===== src/rtl/pipe_field_render_if.sv =====
// Video-side bundle for the pipe field renderer: timing inputs from the VGA
// generator and the registered pixel/status outputs.
interface pipe_field_render_if;
    logic       enable;
    logic [9:0] h_count;
    logic [9:0] v_count;
    logic       bright;
    logic       h_sync;
    logic       v_sync;
    logic [2:0] red;
    logic [2:0] green;
    logic [1:0] blue;
    logic       h_sync_out;
    logic       v_sync_out;
    logic       bright_out;
    logic       pipe_pixel;
    logic       frame_tick;
    logic [7:0] score;

    modport master (
        output enable, h_count, v_count, bright, h_sync, v_sync,
        input  red, green, blue, h_sync_out, v_sync_out, bright_out,
               pipe_pixel, frame_tick, score
    );

    modport slave (
        input  enable, h_count, v_count, bright, h_sync, v_sync,
        output red, green, blue, h_sync_out, v_sync_out, bright_out,
               pipe_pixel, frame_tick, score
    );
endinterface


===== src/rtl/pipe_field_render.sv =====
// Two scrolling obstacle pipes with LFSR-placed gaps, a saturating pass
// counter, and a 1-cycle registered pixel stage behind the VGA timing generator.
module pipe_field_render #(
    parameter int PIPE_WIDTH  = 40,
    parameter int GAP_HEIGHT  = 120,
    parameter int SCROLL_STEP = 2,
    parameter int BIRD_X      = 160,
    parameter int GROUND_Y    = 448,
    parameter logic [7:0] LFSR_SEED = 8'hA5
) (
    input  logic              clock,
    input  logic              reset,
    pipe_field_render_if.slave bus
);
    localparam logic signed [11:0] L_PW      = 12'(PIPE_WIDTH);
    localparam logic signed [11:0] L_STEP    = 12'(SCROLL_STEP);
    localparam logic signed [11:0] L_BIRD    = 12'(BIRD_X);
    localparam logic signed [11:0] L_RESPAWN = 12'sd680;
    localparam logic [9:0]         L_GAP_MIN = 10'd48;
    localparam logic [10:0]        L_GAP_H   = 11'(GAP_HEIGHT);
    localparam logic [9:0]         L_GROUND  = 10'(GROUND_Y);

    localparam logic [7:0] C_SKY    = {3'd2, 3'd6, 2'd3};
    localparam logic [7:0] C_GROUND = {3'd5, 3'd3, 2'd0};
    localparam logic [7:0] C_EDGE   = {3'd0, 3'd3, 2'd0};
    localparam logic [7:0] C_INNER  = {3'd0, 3'd6, 2'd0};

    logic signed [10:0] r_x [2];
    logic [9:0]         r_gap [2];
    logic [7:0]         r_lfsr;
    logic [7:0]         r_score;
    logic [7:0]         r_rgb;
    logic               r_hs, r_vs, r_bright, r_pipe, r_tick;

    logic signed [11:0] w_h;
    logic               w_frame;
    logic [7:0]         w_lfsr_next;
    logic signed [11:0] w_xe [2];
    logic signed [11:0] w_nx [2];
    logic               w_wrap [2];
    logic               w_pass [2];
    logic               w_body [2];
    logic               w_edge [2];
    logic [8:0]         w_score_sum;
    logic [7:0]         w_rgb;
    logic               w_pipe;

    assign w_h         = $signed({2'b00, bus.h_count});
    assign w_frame     = (bus.h_count == 10'd0) && (bus.v_count == 10'd480);
    assign w_lfsr_next = {r_lfsr[6:0], r_lfsr[7] ^ r_lfsr[5] ^ r_lfsr[4] ^ r_lfsr[3]};

    always_comb begin
        for (int i = 0; i < 2; i++) begin
            w_xe[i]   = {r_x[i][10], r_x[i]};
            w_nx[i]   = w_xe[i] - L_STEP;
            w_wrap[i] = w_nx[i] <= -L_PW;
            w_pass[i] = ((w_xe[i] + L_PW) > L_BIRD) && ((w_nx[i] + L_PW) <= L_BIRD);
            // Body is the pipe columns minus the open gap rows.
            w_body[i] = (w_h >= w_xe[i]) && (w_h < w_xe[i] + L_PW) &&
                        (({1'b0, bus.v_count} < {1'b0, r_gap[i]}) ||
                         ({1'b0, bus.v_count} >= {1'b0, r_gap[i]} + L_GAP_H));
            w_edge[i] = (w_h == w_xe[i]) || (w_h == w_xe[i] + L_PW - 12'sd1);
        end
    end

    assign w_score_sum = {1'b0, r_score} + {8'd0, w_pass[0]} + {8'd0, w_pass[1]};

    always_comb begin
        w_rgb  = 8'd0;
        w_pipe = 1'b0;
        if (bus.bright) begin
            if (bus.v_count >= L_GROUND) begin
                w_rgb = C_GROUND;
            end else if (w_body[0]) begin
                w_pipe = 1'b1;
                w_rgb  = w_edge[0] ? C_EDGE : C_INNER;
            end else if (w_body[1]) begin
                w_pipe = 1'b1;
                w_rgb  = w_edge[1] ? C_EDGE : C_INNER;
            end else begin
                w_rgb = C_SKY;
            end
        end
    end

    always_ff @(posedge clock) begin
        if (reset) begin
            r_x[0]   <= 11'sd640;
            r_x[1]   <= 11'sd980;
            r_gap[0] <= 10'd200;
            r_gap[1] <= 10'd200;
            r_lfsr   <= LFSR_SEED;
            r_score  <= 8'd0;
            r_rgb    <= 8'd0;
            r_hs     <= 1'b1;
            r_vs     <= 1'b1;
            r_bright <= 1'b0;
            r_pipe   <= 1'b0;
            r_tick   <= 1'b0;
        end else begin
            r_rgb    <= w_rgb;
            r_pipe   <= w_pipe;
            r_hs     <= bus.h_sync;
            r_vs     <= bus.v_sync;
            r_bright <= bus.bright;
            r_tick   <= w_frame;
            if (w_frame) begin
                r_lfsr <= w_lfsr_next;
                if (bus.enable) begin
                    // Respawning pipes take the pre-advance LFSR value.
                    for (int i = 0; i < 2; i++) begin
                        if (w_wrap[i]) begin
                            r_x[i]   <= 11'(w_nx[i] + L_RESPAWN);
                            r_gap[i] <= L_GAP_MIN + {2'b00, r_lfsr};
                        end else begin
                            r_x[i] <= w_nx[i][10:0];
                        end
                    end
                    r_score <= w_score_sum[8] ? 8'd255 : w_score_sum[7:0];
                end
            end
        end
    end

    assign bus.red        = r_rgb[7:5];
    assign bus.green      = r_rgb[4:2];
    assign bus.blue       = r_rgb[1:0];
    assign bus.h_sync_out = r_hs;
    assign bus.v_sync_out = r_vs;
    assign bus.bright_out = r_bright;
    assign bus.pipe_pixel = r_pipe;
    assign bus.frame_tick = r_tick;
    assign bus.score      = r_score;
endmodule


===== src/flat_wrapper.sv =====
// flat-port wrapper written by rule: the top's interface ports become plain ports
module pipe_field_render_flat 
#(
    parameter int PIPE_WIDTH  = 40,
    parameter int GAP_HEIGHT  = 120,
    parameter int SCROLL_STEP = 2,
    parameter int BIRD_X      = 160,
    parameter int GROUND_Y    = 448,
    parameter logic [7:0] LFSR_SEED = 8'hA5
)
  (clock, reset, bus_enable, bus_h_count, bus_v_count, bus_bright, bus_h_sync, bus_v_sync, bus_red, bus_green, bus_blue, bus_h_sync_out, bus_v_sync_out, bus_bright_out, bus_pipe_pixel, bus_frame_tick, bus_score);
  pipe_field_render_if bus_i ();
  input  logic clock;
  input  logic reset;
  input wire logic [$bits(bus_i.enable)-1:0] bus_enable;
  input wire logic [$bits(bus_i.h_count)-1:0] bus_h_count;
  input wire logic [$bits(bus_i.v_count)-1:0] bus_v_count;
  input wire logic [$bits(bus_i.bright)-1:0] bus_bright;
  input wire logic [$bits(bus_i.h_sync)-1:0] bus_h_sync;
  input wire logic [$bits(bus_i.v_sync)-1:0] bus_v_sync;
  output wire logic [$bits(bus_i.red)-1:0] bus_red;
  output wire logic [$bits(bus_i.green)-1:0] bus_green;
  output wire logic [$bits(bus_i.blue)-1:0] bus_blue;
  output wire logic [$bits(bus_i.h_sync_out)-1:0] bus_h_sync_out;
  output wire logic [$bits(bus_i.v_sync_out)-1:0] bus_v_sync_out;
  output wire logic [$bits(bus_i.bright_out)-1:0] bus_bright_out;
  output wire logic [$bits(bus_i.pipe_pixel)-1:0] bus_pipe_pixel;
  output wire logic [$bits(bus_i.frame_tick)-1:0] bus_frame_tick;
  output wire logic [$bits(bus_i.score)-1:0] bus_score;
  assign bus_i.enable = bus_enable;
  assign bus_i.h_count = bus_h_count;
  assign bus_i.v_count = bus_v_count;
  assign bus_i.bright = bus_bright;
  assign bus_i.h_sync = bus_h_sync;
  assign bus_i.v_sync = bus_v_sync;
  assign bus_red = bus_i.red;
  assign bus_green = bus_i.green;
  assign bus_blue = bus_i.blue;
  assign bus_h_sync_out = bus_i.h_sync_out;
  assign bus_v_sync_out = bus_i.v_sync_out;
  assign bus_bright_out = bus_i.bright_out;
  assign bus_pipe_pixel = bus_i.pipe_pixel;
  assign bus_frame_tick = bus_i.frame_tick;
  assign bus_score = bus_i.score;
  pipe_field_render #(.PIPE_WIDTH(PIPE_WIDTH), .GAP_HEIGHT(GAP_HEIGHT), .SCROLL_STEP(SCROLL_STEP), .BIRD_X(BIRD_X), .GROUND_Y(GROUND_Y), .LFSR_SEED(LFSR_SEED)) u_core (.clock(clock), .reset(reset), .bus(bus_i));
endmodule

===== config.mk =====
export PLATFORM = sky130hd
export DESIGN_NAME = pipe_field_render_flat
export DESIGN_NICKNAME = d
export VERILOG_FILES = /design/src/rtl/pipe_field_render_if.sv /design/src/rtl/pipe_field_render.sv /design/src/flat_wrapper.sv
export SDC_FILE = /design/constraint.sdc
export NUM_CORES = 1
export LEC_CHECK = 0
export BUFFER_PORTS_ARGS = -buffer_cell sky130_fd_sc_hd__buf_2
export CORE_MARGIN = 2
export CORE_UTILIZATION = 45
export CTS_CLUSTER_SIZE = 10
export DETAILED_ROUTE_END_ITERATION = 8
export PLACE_DENSITY = 0.67
export SYNTH_ARGS = -nofsm -noshare
export SYNTH_HDL_FRONTEND = slang
export SYNTH_SLANG_ARGS = --single-unit

===== constraint.sdc =====
create_clock -name clock -period 3.7 [get_ports clock]
set_input_delay 0.185 -clock clock [delete_from_list [all_inputs] [get_ports clock]]
set_output_delay 0.185 -clock clock [all_outputs]
set_load 0.05 [all_outputs]

[Word-level counts from Yosys, hierarchy flattened]
Memories as Yosys holds them, arrays and structs flattened.
Index checks and enable logic that the tools add are counted.
W data, S select, Z words.
Cells by class
  reductions and logical operators: 15
  mux-type cells: 36
  bitwise logic cells: 10
  equality and inequality tests: 5
  add/subtract/negate cells: 15
  order comparisons: 15
Operators with widths (count)
  $mux W11: 4
  $mux W8: 4
  $add A11 B7 Y12 const B: 2
  $add A12 B7 Y12 const B: 2
  $eq A11 B12 Y1: 2
  $gt A12 B9 Y1 const B: 2
  $le A12 B7 Y1 const B: 2
  $le A12 B9 Y1 const B: 2
  $lt A11 B12 Y1: 2
  $mux W1: 24
  $sub A11 B3 Y12 const B: 2
  $sub A12 B2 Y12 const B: 2
  $add A10 B7 Y11 const B: 2
  $add A11 B11 Y11 const B: 2
  $eq A11 B11 Y1: 2
  $ge A10 B11 Y1: 2
  $ge A11 B11 Y1: 2
  $lt A10 B10 Y1: 2
  $mux W9: 2
  $eq A10 B9 Y1 const B: 1
  $ge A10 B9 Y1 const B: 1
  $logic_not A10 Y1: 1
  $mux W5: 2
  $add A6 B8 Y9 const A: 1
  10 further kinds: 26
Word-level totals
  register bits after elaboration: 29
  bits in writable memories: 40
  memories: 2
  input bits: 26
Memory list
  u_core.r_x: words 2, width 11, read ports 2, clocked after Yosys merged registers in 0, write ports 2, line pipe_field_render.sv:28  | logic signed [10:0] r_x [2];
  u_core.r_gap: words 2, width 9, read ports 2, clocked after Yosys merged registers in 0, write ports 2, line pipe_field_render.sv:29  | logic [9:0] r_gap [2];

[Logic depth before layout (Yosys ltp)]
An unclocked memory read counts as a cell.
  depth in word-level cells: 10
  mapped depth: 20
  mapped depth without buffers: 19

[Worst setup path before layout]
Ideal clock, no wire load.
  path type: register to register
  start point: mem u_core.r_x[1][1]
  end point: reg u_core.r_score[3], in the netlist u_core.bus.score[3]
  path buffers: 3
  slack: -330 ps
  cell stages (with the launch flop): 20
  arrival time: 3939 ps
  required time: 3609 ps
  setup time: 91 ps
  clock period less this slack: 4030 ps
  path through: edfxtp_1 -> buf_6 -> inv_1 -> ha_1 -> clkbuf_1 -> nand2_1 -> xnor2_1 -> or3_1 -> clkbuf_1 -> a21oi_1 -> a21o_1 -> a21oi_1 -> a41oi_1 -> a21o_1 -> fa_1 -> inv_1 -> ha_1 -> nand3_1 -> and4_1 -> a311oi_1
RTL lines
  start: declaration: line pipe_field_render.sv:28
  end signal: assignment: line pipe_field_render.sv:119  | r_score <= w_score_sum[8] ? 8'd255 : w_score_sum[7:0];
  end: declaration: line pipe_field_render.sv:31  | logic [7:0] r_score;

==> results.yml <==
drt:
  ant_nets: 0
  wire_per_inst_um: 16.65
  drt_wl_total_mm: 17.59
  drc_errors: 0
  vias: 6001
  first_pass_iters: 5
  via_per_inst: 5.683
  drt-initial-drc-count: 533
timing:
  rsz0062_at_grt: "true"
  worst_slack_ns: -0.02645
  whs_ns: 0.03365
  finalClockSkew_ns: 0.01186
  setup_tns_ns: -0.04514
  min_period_ns: 3.726
  fmax_ghz: 0.2684
  drv_slew: 0
  period_share_pct: 100.7
  worstMarginPinSlew_ns: 0.8265
  maxSlewHeadroom_pct: 44.39
  finalHoldViolCount: 0
  setup_violations: 2
clocking:
  root_buffer: "clkbuf_16"
  clk_pin_slew_worst_paths_ns: 0.05
  cts_sinks: 64
  htree_levels: 3
  cts_buffers: 9
  clock_latency_ns: 0.33
  cts_buffer_depth: 2
  cts_tree: "yes"
yosys:
  synth_seq_area_share_pct: 25.21
  synth_area_leader_cell: "edfxtp_1"
  async_flop_share_pct: 0
  ys_warn_count: 0
  ys.flop_type: "edfxtp_1"
  netlist_area_um2: 6591
  synth_edf_count: 38
  synth.top_cell.area_share_pct: 17.31
  synth_nets: 892
  syn_inst: 782
  yosys-top-cells-count: "ha_1 (83), inv_1 (61), xnor2_1 (60)"
  synth_area_leaders: "edfxtp_1 (17%), ha_1 (16%), xnor2_1 (8.0%)"
  yosysMostFrequentCell: "ha_1"
  avgSynthCellArea_um2: 8.429
  synth_cell_types: 83
  ys_ff_latch: 64
floorplanning:
  chipHeight_um: 125.0
  start_util_pct: 45.70
  die_area_um2: 15630
  io_pins: 47
  die_w_um: 125.0
  fp-row-count: 44
  core_area_um2: 14420
global_routing:
  grt_pass1_wl_mm: 28.70
  overflow: 0
  antenna_found_initial: 0
  grt_util_met1_pct: 29.22
  first_global_vias: 5712
  busiest_layer: "met2"
  grt_max_degree: 22
  met2_usage_pct: 37.60
  grtUsageTotal_pct: 22.30
  grtUsageMet3_pct: 4.365
setup_path:
  critPathLaunchType: "flop"
  worstSetupStartpoint: "u_core.r_x[0][3]$_SDFFCE_PP0P_"
  worstPathMaxFanout: 5
  rr_worst_depth: 17
  cp_data_required_time_ns: 3.94
  cp-end-kind: "flop"
  criticalPathCategory: "flop to flop"
  rrSetupSlack_ns: -0.03
  worst_path_largest_cell_delay_ns: 0.43
  critPathSlowestCell: "edfxtp_1"
  r2r_start: "u_core.r_x[0][3]$_SDFFCE_PP0P_"
  worstPathCellList: "buf_6 -> nor3_4 -> xnor2_2 -> buf_4 -> ha_4 -> nor3_4 -> a21oi_2 -> or3_1 -> a21o_1 -> a32o_1 -> a31o_2 -> fa_2 -> inv_4 -> ha_4 -> nand3_4 -> and4_4 -> a311oi_2"
  worstPathArrival_ns: 3.96
run_status:
  violations: "setup timing"
  status: "complete, but fails checks"
placement:
  gp_congestion: 0.9503
  port_buffers: 46
  place_area_um2: 7342
  post-dp-hpwl_mm: 13.55
  dp_slack_ns: -0.1664
power_and_ir_drop:
  vdd_drop_max_mv: 0.1885
  cellLeakagePower_nw: 3.367
  power_density_nw_per_um2: 260.5
final_layout:
  num_antenna_cells: 0
  area_growth_pct: 20.63
  layout-drive-gt1-share_pct: 21.67
  fillers: 1312
  design_area_um2: 7951
  final_net_count: 977
hold_path:
  hp-start: "bus_h_sync"
  min_path_cells: 2
  hold_class: "primary input to flop"
run:
  cap_violations: 0
## path summary, 6_finish.rpt
| kind | to |
|---|---|
| max | u_core.bus.score[3]$_SDFFE_PP0P_ |
| min | u_core.bus.h_sync_out$_SDFF_PP1_ |
| max reg2reg | u_core.bus.score[3]$_SDFFE_PP0P_ |
| min reg2reg | u_core.r_lfsr[2]$_SDFFE_PP1P_ |
## critical path: cells and delay by family (launching register included)
family / cells / cell delay (ns)
compound gates: 5 / 0.96
xor+xnor: 1 / 0.09
fa+ha+maj: 3 / 0.67
buf+inv: 3 / 0.38
flops: 1 / 0.43
simple gates: 5 / 1.10
## timing repair
action | 4_1_cts | 5_1_grt
buffers inserted | 9 | 2
resized for setup | 13 | 36
setup endpoints to repair | 4 | 11
hold buffers | 0 | 0
pin swaps | 7 | 14
## per-layer routing
| metal | routed length (um) | vias to the layer above |
|---|---|---|
| met3 | 681 | 26 |
| li1 | - | 3028 |
| met5 | 0 | - |
| met4 | 361 | 0 |
| met1 | 8030 | 2802 |
| met2 | 8512 | 145 |
## power breakdown
part	switching, W	leakage [nW]	internal (W)
Sequential	0.0000110	0.554	0.000767
Combinational	0.000247	2.66	0.000175
Clock	0.000315	0.154	0.000558
Total	0.000573	3.37	0.00150
## area by class of cell
class | count | area [um^2] | area share [%]
Clock buffer | 14 | 296.5 | 3.729
Clock inverter | 2 | 17.52 | 0.2203
Inverter | 61 | 231.5 | 2.911
Multi-Input combinational cell | 625 | 4822 | 60.65
Sequential cell | 64 | 1662 | 20.90
Tap cell | 184 | 230.2 | 2.895
Timing Repair Buffer | 106 | 691.9 | 8.702
## per-stage QoR
stage               util, %  std cells  total power (W)
floorplan                 -        782         0.001062
global placement      50.90       1029         0.001181
detailed placement    50.90       1029         0.001184
CTS                   53.90       1054         0.002068
global route          55.13       1056         0.002169
finish                55.13       1056         0.002072
## kinds of logic after synthesis
group | after synthesis | share of synthesized area [%]
AO/OA/AOI/OAI | 180 | 19.12
XOR/XNOR | 71 | 9.643
multiplexers | 11 | 1.689
buffers and inverters | 93 | 6.036
AND/OR/NAND/NOR | 279 | 22.25
flip-flops | 64 | 25.21
adder cells (fa/ha/maj) | 84 | 16.06
## state kept, by name, indices dropped and copies added (netlist names)
register and cells:
u_core.r_lfsr 8, u_core.bus.score 8, u_core.r_rgb 5, u_core.r_gap 18, u_core.bus.pipe_pixel 1, u_core.bus.v_sync_out 1
u_core.bus.h_sync_out 1, u_core.bus.frame_tick 1, u_core.r_x 20, u_core.bus.bright_out 1
## layout by cell type, fill, tap and decap left out, types with 5 or more instances in the layout
cell        n
nor2b_1    18
inv_1      59
dfxtp_1    26
o31ai_1     5
nor4_1     10
nand2b_1   10
xnor2_1    53
nor2_1     57
nand3_1    22
o21ai_0    32
ha_1       78
nand2_1    51
nand4_1    15
buf_2      46
a21o_1     16
xnor2_2     6
mux2i_1    10
nor3_1     27
clkbuf_16  11
edfxtp_1   38
buf_4      57
a21oi_1    41
and2_1     10
xor2_1     10
or3_1       8
o21a_1      5
a31oi_1     7
a211oi_1    6
(Power assumes the default switching activity.)
